`src/rtl/tjmono_direct_pkg.sv`:
```
// Shared definitions for the TJ-Monopix2 direct-readout transmitter emulator.
package tjmono_direct_pkg;

  localparam int HIT_WIDTH = 32;

  // Hit word layout: {col[8:0], row[8:0], le[6:0], te[6:0]}
  localparam int COL_LSB = 23;
  localparam int ROW_LSB = 14;
  localparam int LE_LSB  = 7;
  localparam int TE_LSB  = 0;

  typedef enum logic [1:0] {
    IDLE   = 2'd0,
    FROZEN = 2'd1,
    SHIFT  = 2'd2
  } state_e;

endpackage

```
`src/rtl/tjmono_sync_fifo.sv`:
```
// First-word fall-through synchronous FIFO; rd_data always shows the head word.
module tjmono_sync_fifo #(
  parameter int DEPTH = 16,
  parameter int WIDTH = 32,
  localparam int AW = $clog2(DEPTH)
) (
  input  logic             clk,
  input  logic             rst_n,
  input  logic             wr_en,
  input  logic [WIDTH-1:0] wr_data,
  input  logic             rd_en,
  output logic [WIDTH-1:0] rd_data,
  output logic             full,
  output logic             empty,
  output logic [AW:0]      count
);

  logic [WIDTH-1:0] mem_q [DEPTH];
  logic [AW-1:0]    wr_ptr_q;
  logic [AW-1:0]    rd_ptr_q;
  logic [AW:0]      count_q;
  logic             push;
  logic             pop;

  assign full  = (count_q == (AW+1)'(DEPTH));
  assign empty = (count_q == '0);
  assign count = count_q;
  assign rd_data = mem_q[rd_ptr_q];

  // Fullness is judged before any same-cycle pop, so a write while full is always lost.
  assign push = wr_en & ~full;
  assign pop  = rd_en & ~empty;

  always_ff @(posedge clk) begin
    if (!rst_n) begin
      wr_ptr_q <= '0;
      rd_ptr_q <= '0;
      count_q  <= '0;
    end else begin
      if (push) wr_ptr_q <= wr_ptr_q + AW'(1);
      if (pop)  rd_ptr_q <= rd_ptr_q + AW'(1);
      count_q <= count_q + (AW+1)'(push) - (AW+1)'(pop);
    end
  end

  always_ff @(posedge clk) begin
    if (push) mem_q[wr_ptr_q] <= wr_data;
  end

endmodule

```
`src/rtl/tjmono_direct_tx_emu.sv`:
```
// Chip-side emulator of the TJ-Monopix2 token/freeze/read port: buffers hits and
// shifts one word out MSB first per accepted READ while frozen.
module tjmono_direct_tx_emu
  import tjmono_direct_pkg::*;
#(
  parameter int DEPTH     = 16,
  parameter int HIT_WIDTH = tjmono_direct_pkg::HIT_WIDTH,
  parameter int CNT_WIDTH = 16,
  localparam int AW = $clog2(DEPTH)
) (
  input  logic                 CLK,
  input  logic                 RESETB,
  input  logic [HIT_WIDTH-1:0] HIT_DATA,
  input  logic                 HIT_WE,
  output logic                 HIT_FULL,
  output logic [CNT_WIDTH-1:0] HIT_DROP_CNT,
  input  logic                 FREEZE,
  input  logic                 READ,
  output logic                 TOKEN,
  output logic                 DATA,
  output logic                 BUSY,
  output logic [CNT_WIDTH-1:0] PROTO_ERR_CNT,
  output state_e               DBG_STATE
);

  // Handshake: READ is a one-cycle strobe honoured only in FROZEN with snapshot
  // words left; the word then appears on DATA for the next 32 cycles with BUSY high.

  state_e                 state_q, state_d;
  logic [AW:0]            frz_cnt_q, frz_cnt_d;
  logic [HIT_WIDTH-1:0]   shreg_q, shreg_d;
  logic [4:0]             bit_idx_q, bit_idx_d;
  logic                   data_q, data_d;
  logic                   busy_q, busy_d;
  logic                   token_q, token_d;
  logic [CNT_WIDTH-1:0]   drop_cnt_q, perr_cnt_q;
  logic                   perr_inc;
  logic                   fifo_pop;
  logic [HIT_WIDTH-1:0]   fifo_head;
  logic                   fifo_full;
  logic                   fifo_empty;
  logic [AW:0]            fifo_count;

  tjmono_sync_fifo #(
    .DEPTH (DEPTH),
    .WIDTH (HIT_WIDTH)
  ) u_fifo (
    .clk     (CLK),
    .rst_n   (RESETB),
    .wr_en   (HIT_WE),
    .wr_data (HIT_DATA),
    .rd_en   (fifo_pop),
    .rd_data (fifo_head),
    .full    (fifo_full),
    .empty   (fifo_empty),
    .count   (fifo_count)
  );

  always_comb begin
    state_d   = state_q;
    frz_cnt_d = frz_cnt_q;
    shreg_d   = shreg_q;
    bit_idx_d = bit_idx_q;
    data_d    = 1'b0;
    busy_d    = busy_q;
    token_d   = token_q;
    fifo_pop  = 1'b0;
    perr_inc  = 1'b0;
    case (state_q)
      IDLE: begin
        token_d  = ~fifo_empty;
        perr_inc = READ;
        if (FREEZE) begin
          state_d   = FROZEN;
          frz_cnt_d = fifo_count;
        end
      end
      FROZEN: begin
        if (READ && (frz_cnt_q != '0)) begin
          fifo_pop  = 1'b1;
          shreg_d   = fifo_head;
          frz_cnt_d = frz_cnt_q - (AW+1)'(1);
          data_d    = fifo_head[HIT_WIDTH-1];
          busy_d    = 1'b1;
          bit_idx_d = 5'd31;
          state_d   = SHIFT;
        end else begin
          perr_inc = READ;
          if (!FREEZE) state_d = IDLE;
        end
        // Uses the post-pop count so TOKEN drops right after the last snapshot pop.
        token_d = (frz_cnt_d != '0);
      end
      SHIFT: begin
        perr_inc = READ;
        token_d  = (frz_cnt_q != '0);
        if (bit_idx_q == 5'd0) begin
          busy_d  = 1'b0;
          state_d = FREEZE ? FROZEN : IDLE;
        end else begin
          bit_idx_d = bit_idx_q - 5'd1;
          data_d    = shreg_q[bit_idx_q - 5'd1];
          busy_d    = 1'b1;
        end
      end
      default: state_d = IDLE;
    endcase
  end

  always_ff @(posedge CLK) begin
    if (!RESETB) begin
      state_q    <= IDLE;
      frz_cnt_q  <= '0;
      shreg_q    <= '0;
      bit_idx_q  <= '0;
      data_q     <= 1'b0;
      busy_q     <= 1'b0;
      token_q    <= 1'b0;
      drop_cnt_q <= '0;
      perr_cnt_q <= '0;
    end else begin
      state_q   <= state_d;
      frz_cnt_q <= frz_cnt_d;
      shreg_q   <= shreg_d;
      bit_idx_q <= bit_idx_d;
      data_q    <= data_d;
      busy_q    <= busy_d;
      token_q   <= token_d;
      if (HIT_WE && fifo_full && (drop_cnt_q != '1))
        drop_cnt_q <= drop_cnt_q + CNT_WIDTH'(1);
      if (perr_inc && (perr_cnt_q != '1))
        perr_cnt_q <= perr_cnt_q + CNT_WIDTH'(1);
    end
  end

  assign HIT_FULL      = fifo_full;
  assign HIT_DROP_CNT  = drop_cnt_q;
  assign TOKEN         = token_q;
  assign DATA          = data_q;
  assign BUSY          = busy_q;
  assign PROTO_ERR_CNT = perr_cnt_q;
  assign DBG_STATE     = state_q;

endmodule

```
`config.mk`:
```
export PLATFORM = sky130hd
export DESIGN_NAME = tjmono_direct_tx_emu
export DESIGN_NICKNAME = d
export VERILOG_FILES = /design/src/rtl/tjmono_direct_pkg.sv /design/src/rtl/tjmono_sync_fifo.sv /design/src/rtl/tjmono_direct_tx_emu.sv
export SDC_FILE = /design/constraint.sdc
export NUM_CORES = 1
export LEC_CHECK = 0
export ABC_AREA = 1
export BUFFER_PORTS_ARGS = -buffer_cell sky130_fd_sc_hd__buf_2
export CAP_MARGIN = 20
export CELL_PAD_IN_SITES_DETAIL_PLACEMENT = 2
export CELL_PAD_IN_SITES_GLOBAL_PLACEMENT = 2
export CORE_ASPECT_RATIO = 1.2
export CORE_UTILIZATION = 43
export DETAILED_ROUTE_END_ITERATION = 8
export GPL_TIMING_DRIVEN = 0
export PLACE_DENSITY_LB_ADDON = 0.2
export SYNTH_ARGS = -nofsm -noshare
export SYNTH_HDL_FRONTEND = slang
export SYNTH_SLANG_ARGS = --single-unit
```
`constraint.sdc`:
```
create_clock -name CLK -period 3.65 [get_ports CLK]
set_input_delay 0.73 -clock CLK [delete_from_list [all_inputs] [get_ports CLK]]
set_output_delay 0.73 -clock CLK [all_outputs]
set_load 0.01 [all_outputs]
```
==> results of run 1 <==
worst paths after layout:
check / to / startpoint
max reg2reg: DATA / bit_idx_q[0]
max: DATA / bit_idx_q[0]
min reg2reg: HIT_DROP_CNT[12] / HIT_DROP_CNT[12]
min: HIT_DROP_CNT[12] / HIT_DROP_CNT[12]
cell usage after synthesis, types with 4 or more instances:
cell type,n
clkbuf_1,60
nor3_1,12
nand2_2,6
xnor2_1,9
nand3_1,150
ha_1,20
o21ai_1,51
o221ai_1,31
a211oi_1,4
edfxtp_1,512
xor2_1,13
o211ai_1,128
buf_2,38
nor2_1,415
o21ai_0,236
a21oi_1,42
inv_2,4
dfxtp_1,96
buf_1,16
a21oi_2,8
nand4_1,10
nand2_1,133
buf_6,11
inv_1,94
cells in the final DEF (no fill, tap or decap), types with 11 or more instances in the layout:
cell and instances:
nand3_1 150, edfxtp_1 512, o21ai_1 51, nor2_4 17, clkinv_2 11, o211ai_1 128
buf_2 111, clkbuf_16 69, nor3_1 12, xor2_1 13, dfxtp_1 96, o221ai_1 31
buf_1 16, a21oi_1 42, buf_6 11, o21ai_0 236, inv_1 94, nand2_1 133
nor2_1 399, buf_12 15, ha_1 20, clkbuf_1 76
per-stage QoR:
stage | worst slack [ns] | total power, W | instance area [um2] | util [%] | hold WS (ns)
after floorplan | 0.792 | 0.0103 | 24900 | - | 0.444
final | 0.284 | 0.0186 | 28800 | 50.3 | 0.487
after global placement | -1.38 | 0.0115 | 26200 | 45.8 | 0.461
after global routing | 0.127 | 0.0192 | 28800 | 50.3 | 0.509
after CTS | 0.354 | 0.0186 | 28800 | 50.3 | 0.485
after detailed placement | 0.435 | 0.0119 | 26700 | 46.6 | 0.479
sequential cells by signal, indices dropped and copies added, names as in the netlist, named ones only:
name / flops
bit_idx_q: 5
PROTO_ERR_CNT: 16
shreg_q: 32
u_fifo.mem_q: 512
u_fifo.wr_ptr_q: 4
DATA: 1
BUSY: 1
u_fifo.count: 5
TOKEN: 1
u_fifo.rd_ptr_q: 4
DBG_STATE: 2
HIT_DROP_CNT: 16
frz_cnt_q: 5
cell families (layout without fill, tap and decap cells):
logic type	after synthesis	after routing	synth area share, %
adder cells (fa/ha/maj)	21	21	1.08
buffers and inverters	228	435	4.04
flip-flops	608	608	69.3
AO/OA/AOI/OAI	506	506	12.1
XOR/XNOR	22	22	0.772
AND/OR/NAND/NOR	744	744	12.6
other	0	1	0
final cells by class:
type | instances | area [um2]
fill | 5645 | 28500
sequential | 608 | 17300
multi-input combinational | 1293 | 6760
clock buffer | 86 | 1800
tap | 735 | 920
timing repair buffer | 92 | 751
buffer | 129 | 637
inverter | 99 | 372
clock inverter | 29 | 280
antenna | 1 | 2.50
power by group through the flow:
stage | Combinational [W] | Sequential, W | Clock [W]
final | 0.00381 | 0.00808 | 0.00675
after detailed placement | 0.00367 | 0.00821 | 0
after CTS | 0.00376 | 0.00808 | 0.00679
after global routing | 0.00405 | 0.00810 | 0.00702
after floorplan | 0.00210 | 0.00816 | 0
after global placement | 0.00334 | 0.00820 | 0
per-layer routing:
layer | vias up | routed length, um
li1 | 8010 | -
met1 | 9927 | 36600
met2 | 812 | 49300
met3 | 271 | 5710
met4 | 0 | 5030
met5 | - | 0
==> impl_metrics.env, run 1 <==
export IMPL_critPathLaunchType="flip-flop"
export IMPL_internal_power_w=0.0127
export IMPL_viasPerCell=6.19
export IMPL_crit_chain="buf_2 > clkinv_1 > buf_2 > ha_1 > xnor2_1 > nand3_1 > nand3_1 > nand3b_1 > nand2_1 > nand3_1 > a21oi_1"
export IMPL_gr_usage_all_layers_pct=32.9
export IMPL_rrSetupSlack_ns=0.28
export IMPL_dr_pass1_iters=5
export IMPL_syn_nets=2187
export IMPL_hold_class="reg2reg"
export IMPL_min_period_ns=3.37
export IMPL_netlist_area_um2=24900
export IMPL_portBuffers=73
export IMPL_setup_violations=0
export IMPL_first_global_vias=20700
export IMPL_coreArea_um2=57300
export IMPL_layout_drive_gt1_share_pct=12.0
export IMPL_grt_pass1_wl_mm=141
export IMPL_p_per_area_nw_per_um2=647
export IMPL_yosys_warnings=0
export IMPL_clk_pin_slew_ns=0.07
export IMPL_synthTopCellsByArea="edfxtp_1 (62%), dfxtp_1 (7.7%), nor2_1 (6.2%), o21ai_0 (4.7%), o211ai_1 (3.9%)"
export IMPL_gp_routability_congestion=0.840
export IMPL_grt_use_met1_pct=38.5
export IMPL_dp_hpwl_mm=63.4
export IMPL_grt_max_degree=22
export IMPL_critPathArrivalTime_ns=3.91
export IMPL_post_cts_buffers=0
export IMPL_status="completed"
export IMPL_clkLatencyLatePin_ns=0.62
export IMPL_cp_common_cell="nand3_1"
export IMPL_busiest_layer="met2"
export IMPL_finalCritPeriodShare_pct=92.2
export IMPL_fmaxAchievable_ghz=0.297
export IMPL_drc=0
export IMPL_numCtsBuffers=66
export IMPL_synth_seq_cells=608
export IMPL_ys_flop_type="edfxtp_1"
export IMPL_combPwrFrac_pct=20.4
export IMPL_tightest_slew_ns=1.18
export IMPL_crit_family="buffers and inverters"
export IMPL_clockBufferDepth=3
export IMPL_cts_root_buffer="clkbuf_16"
export IMPL_final_cells=3072
export IMPL_crit_buf_inv=3
export IMPL_switchingPower_w=0.00590
export IMPL_hold_violations=0
export IMPL_pin_count=75
export IMPL_drt_iter0_markers=1748
export IMPL_netlist_area_leader_share_pct=61.6
export IMPL_yosysTopAreaCell="edfxtp_1"
export IMPL_cp_slowest_cell="xnor2_1"
export IMPL_finalNetCount=2347
export IMPL_relSlewSlack_pct=21.1
export IMPL_skew_ns=0.0199
export IMPL_synthCells=2129
export IMPL_area_growth_pct=15.5
export IMPL_initial_core_util_pct=43.5
export IMPL_vias=19000
export IMPL_synth_avg_cell_area_um2=11.7
export IMPL_drv_slew=0
export IMPL_rsz0062_at_grt="false"
export IMPL_cts_tree="yes"
export IMPL_yosysUniqueCellTypes=43
export IMPL_switching_share_pct=31.7
export IMPL_synth_edff_count=512
export IMPL_use_met3_pct=5.23
export IMPL_postRouteAntennaNets=0
export IMPL_wl_mm=96.6
export IMPL_fp_dieH_um=266
export IMPL_cts_sinks=608
export IMPL_ys_seq_area_share_pct=69.3
export IMPL_worstSetupPathType="reg2reg"
export IMPL_endpoint_kind="flip-flop"
export IMPL_antenna_found_initial=1
export IMPL_htree_levels=3
export IMPL_grt_remaining_overflow=0
export IMPL_rr_worst_depth=11
export IMPL_crit_fanout=10
export IMPL_max_cap_viol_count=0
export IMPL_worst_hold_path_num_cells=1
export IMPL_row_count=96
export IMPL_synth_async_reset_ratio_pct=0
export IMPL_cp_depth=11
export IMPL_ctsHoldBuffers=0
export IMPL_die_area_um2=59000
export IMPL_dp_cells=2955
export IMPL_seqPwrFrac_pct=43.3
export IMPL_wl_per_cell_um=31.5
export IMPL_p_clk_share_pct=36.2
export IMPL_max_stage_delay_ns=0.73
export IMPL_tns_ns=0
export IMPL_required_ns=4.19
export IMPL_die_width_um=222
export IMPL_p_leak_nw=9.77
export IMPL_grt_use_met2_pct=58.2
export IMPL_vdd_drop_max_uv=456
export IMPL_cts_resized=0
No activity file was read; power rests on OpenSTA's default activity.
==> run 2, diff against run 1 <==
--- a/config.mk
+++ b/config.mk
@@ -5,13 +5,12 @@
 export SDC_FILE = /design/constraint.sdc
 export NUM_CORES = 1
 export LEC_CHECK = 0
-export ABC_AREA = 1
 export BUFFER_PORTS_ARGS = -buffer_cell sky130_fd_sc_hd__buf_2
 export CAP_MARGIN = 20
 export CELL_PAD_IN_SITES_DETAIL_PLACEMENT = 2
 export CELL_PAD_IN_SITES_GLOBAL_PLACEMENT = 2
-export CORE_ASPECT_RATIO = 1.2
-export CORE_UTILIZATION = 43
+export CORE_ASPECT_RATIO = 0.9
+export CORE_UTILIZATION = 48
 export DETAILED_ROUTE_END_ITERATION = 8
 export GPL_TIMING_DRIVEN = 0
 export PLACE_DENSITY_LB_ADDON = 0.2
==> run 2 against run 1 <==
Against the previous run:
- power down 9.6%
- worst setup slack worse by 0.11 ns
- sequential cell count unchanged
- critical path type unchanged
- critical endpoint is now shreg_q[16]
- largest power group unchanged
==> impl_metrics.env, run 2 <==
export IMPL_status="completed"
export IMPL_setup_violations=0
export IMPL_cts_root_buffer="clkbuf_16"
export IMPL_fmaxAchievable_ghz=0.287
export IMPL_crit_buf_inv=3
export IMPL_final_cell_mix="edfxtp_1 (512), mux4_2 (168), dfxtp_1 (96)"
export IMPL_finalNetCount=1518
export IMPL_synthMuxAreaShare_pct=16.4
export IMPL_dr_pass1_iters=5
export IMPL_clk_pin_slew_ns=0.07
export IMPL_synthTopCellsByArea="edfxtp_1 (64%), mux4_2 (16%), dfxtp_1 (8.0%), nand2_1 (1.4%), a21oi_1 (1.3%)"
export IMPL_p_leak_nw=8.89
export IMPL_worstSetupPathType="reg2reg"
export IMPL_synth_async_reset_ratio_pct=0
export IMPL_ys_seq_area_share_pct=72.1
export IMPL_crit_family="buffers and inverters"
export IMPL_largestRegisters="u_fifo.mem_q x512, shreg_q x32"
export IMPL_htree_levels=2
export IMPL_critPathCapture="shreg_q[16]"
export IMPL_netlist_area_leader_share_pct=64.1
export IMPL_antenna_found_initial=2
export IMPL_cp_common_cell="mux4_2"
export IMPL_endpoint_kind="flip-flop"
export IMPL_gr_usage_all_layers_pct=31.4
export IMPL_seqPwrFrac_pct=47.5
export IMPL_grt_remaining_overflow=0
export IMPL_switching_share_pct=26.1
export IMPL_viasPerCell=6.35
export IMPL_wl_per_cell_um=35.7
export IMPL_relSlewSlack_pct=26.7
export IMPL_wl_mm=78.0
export IMPL_hold_violations=0
export IMPL_grt_max_degree=23
export IMPL_fillers=4119
export IMPL_drv_slew=0
export IMPL_crit_fanout=10
export IMPL_area_growth_pct=17.1
export IMPL_combPwrFrac_pct=13.5
export IMPL_internal_power_w=0.0125
export IMPL_cts_tree="yes"
export IMPL_power_total_w=0.0168
export IMPL_max_stage_delay_ns=0.70
export IMPL_layout_drive_gt1_share_pct=27.0
export IMPL_numCtsBuffers=60
export IMPL_dp_cells=2062
export IMPL_synthAdderAreaFrac_pct=1.13
export IMPL_regMostFlops="u_fifo.mem_q"
export IMPL_vias=13900
export IMPL_synth_edff_count=512
export IMPL_min_period_ns=3.48
export IMPL_critPathLaunchType="flip-flop"
export IMPL_fp_dieH_um=214
export IMPL_vdd_drop_max_uv=451
export IMPL_gp_routability_congestion=0.743
export IMPL_die_area_um2=50900
export IMPL_dp_hpwl_mm=47.1
export IMPL_synth_seq_cells=608
export IMPL_synth_top_family_by_area="multiplexers"
export IMPL_regArea_um2=17300
export IMPL_synth_compound_area_share_pct=3.23
export IMPL_crit_chain="buf_2 > buf_1 > clkbuf_1 > mux4_2 > mux4_2 > nand2_1 > a21oi_1"
export IMPL_netlist_area_um2=24000
export IMPL_cp_depth=7
export IMPL_placed_area_um2=26000
export IMPL_multiInputGateArea_um2=6460
export IMPL_initial_core_util_pct=48.7
export IMPL_tightest_slew_ns=1.10
export IMPL_portBuffers=73
export IMPL_post_synth_top_count_cell="edfxtp_1"
export IMPL_p_per_area_nw_per_um2=600
export IMPL_first_global_vias=14800
export IMPL_p_clk_share_pct=39.0
export IMPL_yosysTopAreaCell="edfxtp_1"
export IMPL_synthXorXnorAreaFrac_pct=0.803
export IMPL_finalCritPeriodShare_pct=95.3
export IMPL_final_cells=2183
export IMPL_max_cap_viol_count=0
export IMPL_drt_iter0_markers=1505
export IMPL_clockBufferDepth=3
export IMPL_critPathArrivalTime_ns=3.96
export IMPL_synth_common_cells="edfxtp_1 (512), mux4_2 (168), dfxtp_1 (96)"
export IMPL_drc=0
export IMPL_postRouteAntennaNets=0
export IMPL_fin_area_um2=28100
export IMPL_clkLatencyLatePin_ns=0.65
export IMPL_synthCells=1290
export IMPL_yosysUniqueCellTypes=56
export IMPL_hold_class="in2reg"
export IMPL_layout_commonest_cell="edfxtp_1"
export IMPL_syn_nets=1348
export IMPL_largest_reg_flops=512
export IMPL_switchingPower_w=0.00440
export IMPL_cts_sinks=608
export IMPL_yosys_area_share_simple_pct=4.85
export IMPL_die_width_um=238
export IMPL_synth_avg_cell_area_um2=18.6
export IMPL_yosys_warnings=0
export IMPL_required_ns=4.13
export IMPL_pin_count=75
export IMPL_ctsHoldBuffers=0
export IMPL_ys_flop_type="edfxtp_1"
export IMPL_rr_endpoint="shreg_q[16]"
export IMPL_rr_worst_depth=7
export IMPL_grt_pass1_wl_mm=111
export IMPL_coreArea_um2=49200
export IMPL_row_count=77
export IMPL_rrSetupSlack_ns=0.17
export IMPL_skew_ns=0.0281
export IMPL_cp_slowest_cell="clkbuf_1"
[run 2: power by group through the flow]
stage | sequential [W] | clock (W) | combinational (W)
global route | 0.00802 | 0.00685 | 0.00242
detailed placement | 0.00813 | 0 | 0.00218
CTS | 0.00800 | 0.00663 | 0.00226
floorplan | 0.00807 | 0 | 0.00132
finish | 0.00800 | 0.00657 | 0.00228
global placement | 0.00810 | 0 | 0.00190
[run 2: through the flow]
stage               hold WS (ns)  TNS (ns)  utilization, %  setup slack [ns]
finish                     0.461         0            57.0             0.171
global route               0.464  -0.00546            57.0          -0.00546
CTS                        0.438         0            56.9           0.00266
detailed placement         0.452         0            52.7             0.141
global placement           0.441   -745.57            51.2             -1.55
floorplan                  0.433         0               -             0.437
[run 2: worst min path at each step]
stage	endpoint	depth (start not counted)	start	slack, ns
after CTS	u_fifo.mem_q[4][23]	1	HIT_DATA[23]	0.44
after global placement	shreg_q[17]	2	shreg_q[17]	0.44
final	u_fifo.mem_q[2][17]	1	HIT_DATA[17]	0.46
after global routing	u_fifo.mem_q[3][17]	1	HIT_DATA[17]	0.46
after detailed placement	shreg_q[5]	2	shreg_q[5]	0.45
after floorplan	shreg_q[13]	2	shreg_q[13]	0.43
[run 2: logic make-up after synthesis]
family | count (synthesis)
buf+inv | 93
mux | 182
flops | 608
simple gates | 236
xor+xnor | 22
compound gates | 128
fa+ha+maj | 21
[run 2: cell type report]
| cell class | count | share of cell area, % |
|---|---|---|
| Sequential cell | 608 | 61.6 |
| Multi-Input combinational cell | 589 | 23.0 |
| Clock buffer | 86 | 5.98 |
| Timing Repair Buffer | 108 | 3.87 |
| Tap cell | 671 | 2.99 |
| Clock inverter | 26 | 1.23 |
| Buffer | 69 | 0.998 |
| Inverter | 24 | 0.321 |
| Antenna cell | 2 | 0.0178 |
[run 2: metal layers]
| layer | vias up | GRT usage, % | part of all wire, % |
|---|---|---|---|
| met1 | 7481 | 41.4 | 40 |
| met4 | 2 | 11.4 | 3.4 |
| met5 | - | 0 | 0.022 |
| met3 | 162 | 5.56 | 6.4 |
| met2 | 669 | 52.7 | 50 |
| li1 | 5548 | - | - |
[run 2: worst reg2reg max path: cells and delay by family (launching register included)]
family | cells | cell delay [ns]
DFF | 1 | 0.39
and+or+nand+nor | 1 | 0.16
muxes | 2 | 0.98
buffers and inverters | 3 | 1.66
AOI/OAI and AO/OA | 1 | 0.14
[run 2: repair_timing]
item / CTS / global route
hold endpoints to repair: 0 / 0
gates resized for setup: 1 / 1
setup buffers: 0 / 2
setup endpoints to repair: 1 / 4
pin swaps: 0 / 1
==> run 3, diff against run 2 <==
--- a/config.mk
+++ b/config.mk
@@ -13,7 +13,7 @@
 export CORE_UTILIZATION = 48
 export DETAILED_ROUTE_END_ITERATION = 8
 export GPL_TIMING_DRIVEN = 0
-export PLACE_DENSITY_LB_ADDON = 0.2
+export PLACE_DENSITY_LB_ADDON = 0.1
 export SYNTH_ARGS = -nofsm -noshare
 export SYNTH_HDL_FRONTEND = slang
 export SYNTH_SLANG_ARGS = --single-unit
==> run 3 against run 2 <==
Against the previous run:
- clock skew up 0.0082 ns
- register-to-register slack better by 0.05 ns
- sequential power about the same
- worst hold slack worse by 0.0091 ns
- first-iteration DRC count down 29%
- sequential cell count unchanged
- critical path depth unchanged
- via count down 1.3%
- cell count about the same
- die area unchanged
- combinational power down 2%
- critical endpoint is now shreg_q[10]
- largest power group unchanged
- highest routed layer unchanged
==> impl_metrics.env, run 3 (synthesis gave the netlist of run 2 again) <==
export IMPL_grt_remaining_overflow=0
export IMPL_skew_ns=0.0363
export IMPL_multiInputGateArea_um2=6460
export IMPL_ctsHoldBuffers=0
export IMPL_drc=0
export IMPL_layout_drive_gt1_share_pct=26.8
export IMPL_placed_area_um2=25900
export IMPL_crit_chain="buf_2 > buf_1 > buf_1 > mux4_2 > mux4_2 > nand2_1 > a21oi_1"
export IMPL_crit_buf_inv=3
export IMPL_endpoint_kind="flip-flop"
export IMPL_finalNetCount=1520
export IMPL_critPathLaunchType="flip-flop"
export IMPL_cp_slowest_cell="buf_1"
export IMPL_antenna_found_initial=3
export IMPL_hold_start="HIT_DATA[17]"
export IMPL_regArea_um2=17300
export IMPL_power_total_w=0.0167
export IMPL_viasPerCell=6.26
export IMPL_largest_reg_flops=512
export IMPL_gp_routability_congestion=0.772
export IMPL_critPathArrivalTime_ns=3.92
export IMPL_cts_resized=0
export IMPL_grt_pass1_wl_mm=109
export IMPL_required_ns=4.14
export IMPL_row_count=77
export IMPL_max_cap_viol_count=0
export IMPL_setup_violations=0
export IMPL_grt_max_degree=20
export IMPL_portBuffers=73
export IMPL_clockBufferDepth=3
export IMPL_wl_per_cell_um=34.6
export IMPL_first_global_vias=14700
export IMPL_cts_tree="yes"
export IMPL_relSlewSlack_pct=27.4
export IMPL_drv_slew=0
export IMPL_largestRegisters="u_fifo.mem_q x512, shreg_q x32"
export IMPL_fp_dieH_um=214
export IMPL_vdd_drop_max_uv=445
export IMPL_vias=13700
export IMPL_coreArea_um2=49200
export IMPL_max_stage_delay_ns=0.87
export IMPL_crit_family="buffers and inverters"
export IMPL_crit_fanout=10
export IMPL_status="completed"
export IMPL_drt_iter0_markers=1070
export IMPL_dp_hpwl_mm=47.1
export IMPL_cts_sinks=608
export IMPL_clk_pin_slew_ns=0.06
export IMPL_cts_root_buffer="clkbuf_16"
export IMPL_htree_levels=2
export IMPL_initial_core_util_pct=48.7
export IMPL_hold_violations=0
export IMPL_finalCritPeriodShare_pct=94.0
export IMPL_worstSetupPathType="reg2reg"
export IMPL_dr_pass1_iters=5
export IMPL_numCtsBuffers=60
export IMPL_clkLatencyLatePin_ns=0.66
export IMPL_gr_usage_all_layers_pct=30.6
export IMPL_fin_area_um2=28100
export IMPL_area_growth_pct=17.0
export IMPL_hold_class="in2reg"
export IMPL_p_leak_nw=8.87
export IMPL_wl_mm=75.5
export IMPL_die_area_um2=50900
export IMPL_fillers=4144
export IMPL_layout_commonest_cell="edfxtp_1"
export IMPL_tightest_slew_ns=1.09
export IMPL_min_period_ns=3.43
export IMPL_p_per_area_nw_per_um2=596
export IMPL_fmaxAchievable_ghz=0.291
export IMPL_die_width_um=238
export IMPL_regMostFlops="u_fifo.mem_q"
export IMPL_postRouteAntennaNets=0
export IMPL_final_cell_mix="edfxtp_1 (512), mux4_2 (168), dfxtp_1 (96)"
export IMPL_pin_count=75
## run 3: changes by cell type in the layout (fill, tap and decap cells not counted), moves of 2 or more
| cell | before | now |
|---|---|---|
| clkinv_1 | 4 | 6 |
| clkinv_2 | 13 | 11 |
| clkinvlp_4 | 0 | 3 |
| buf_8 | 10 | 13 |
| clkbuf_8 | 8 | 4 |
| buf_12 | 6 | 9 |
| buf_16 | 15 | 12 |
## run 3: area by class of cell
class / instances / share of cell area [%]
plain buffers: 69 / 0.994
inverters: 24 / 0.321
clock inverters: 29 / 1.38
multi-input cells: 589 / 23.0
clock buffers: 83 / 5.80
well taps: 671 / 2.99
diodes: 1 / 0.00891
flip-flops and latches: 608 / 61.6
repair buffers: 110 / 3.91
## run 3: layer usage
layer | track usage [%] | vias up | share of wire [%]
met1 | 41.1 | 7433 | 40
li1 | - | 5557 | -
met2 | 51.5 | 547 | 51
met3 | 5.33 | 138 | 6.1
met5 | 0 | - | 0.041
met4 | 8.80 | 4 | 2.6
## run 3: power breakdown
| part | leakage [nW] | total [W] | internal (W) | switching [W] |
|---|---|---|---|---|
| clock network | 0.976 | 0.00653 | 0.00370 | 0.00283 |
| registers | 5.40 | 0.00799 | 0.00781 | 0.000175 |
| logic | 2.49 | 0.00223 | 0.000937 | 0.00130 |
## run 3: worst paths after layout
check	endpoint	slack, ns	cells past startpoint
hold / removal	u_fifo.mem_q[3][17]	0.45	1
hold reg to reg	TOKEN	0.47	2
setup / recovery	shreg_q[10]	0.22	7
setup reg to reg	shreg_q[10]	0.22	7
## run 3: timing repair
action	CTS	global route
setup endpoints to repair	0	1
setup buffers	0	2
hold endpoints to repair	0	0
## run 3: metrics by stage
stage	hold WS [ns]	setup WS (ns)	util, %	std cells	TNS, ns
finish	0.452	0.219	57.0	2184	0
global route	0.443	-0.0188	57.0	2183	-0.0188
CTS	0.421	0.121	56.8	2173	0
detailed placement	0.456	0.194	52.7	2061	0
global placement	0.442	-1.74	51.2	2034	-833.16
floorplan	0.433	0.437	-	1290	0
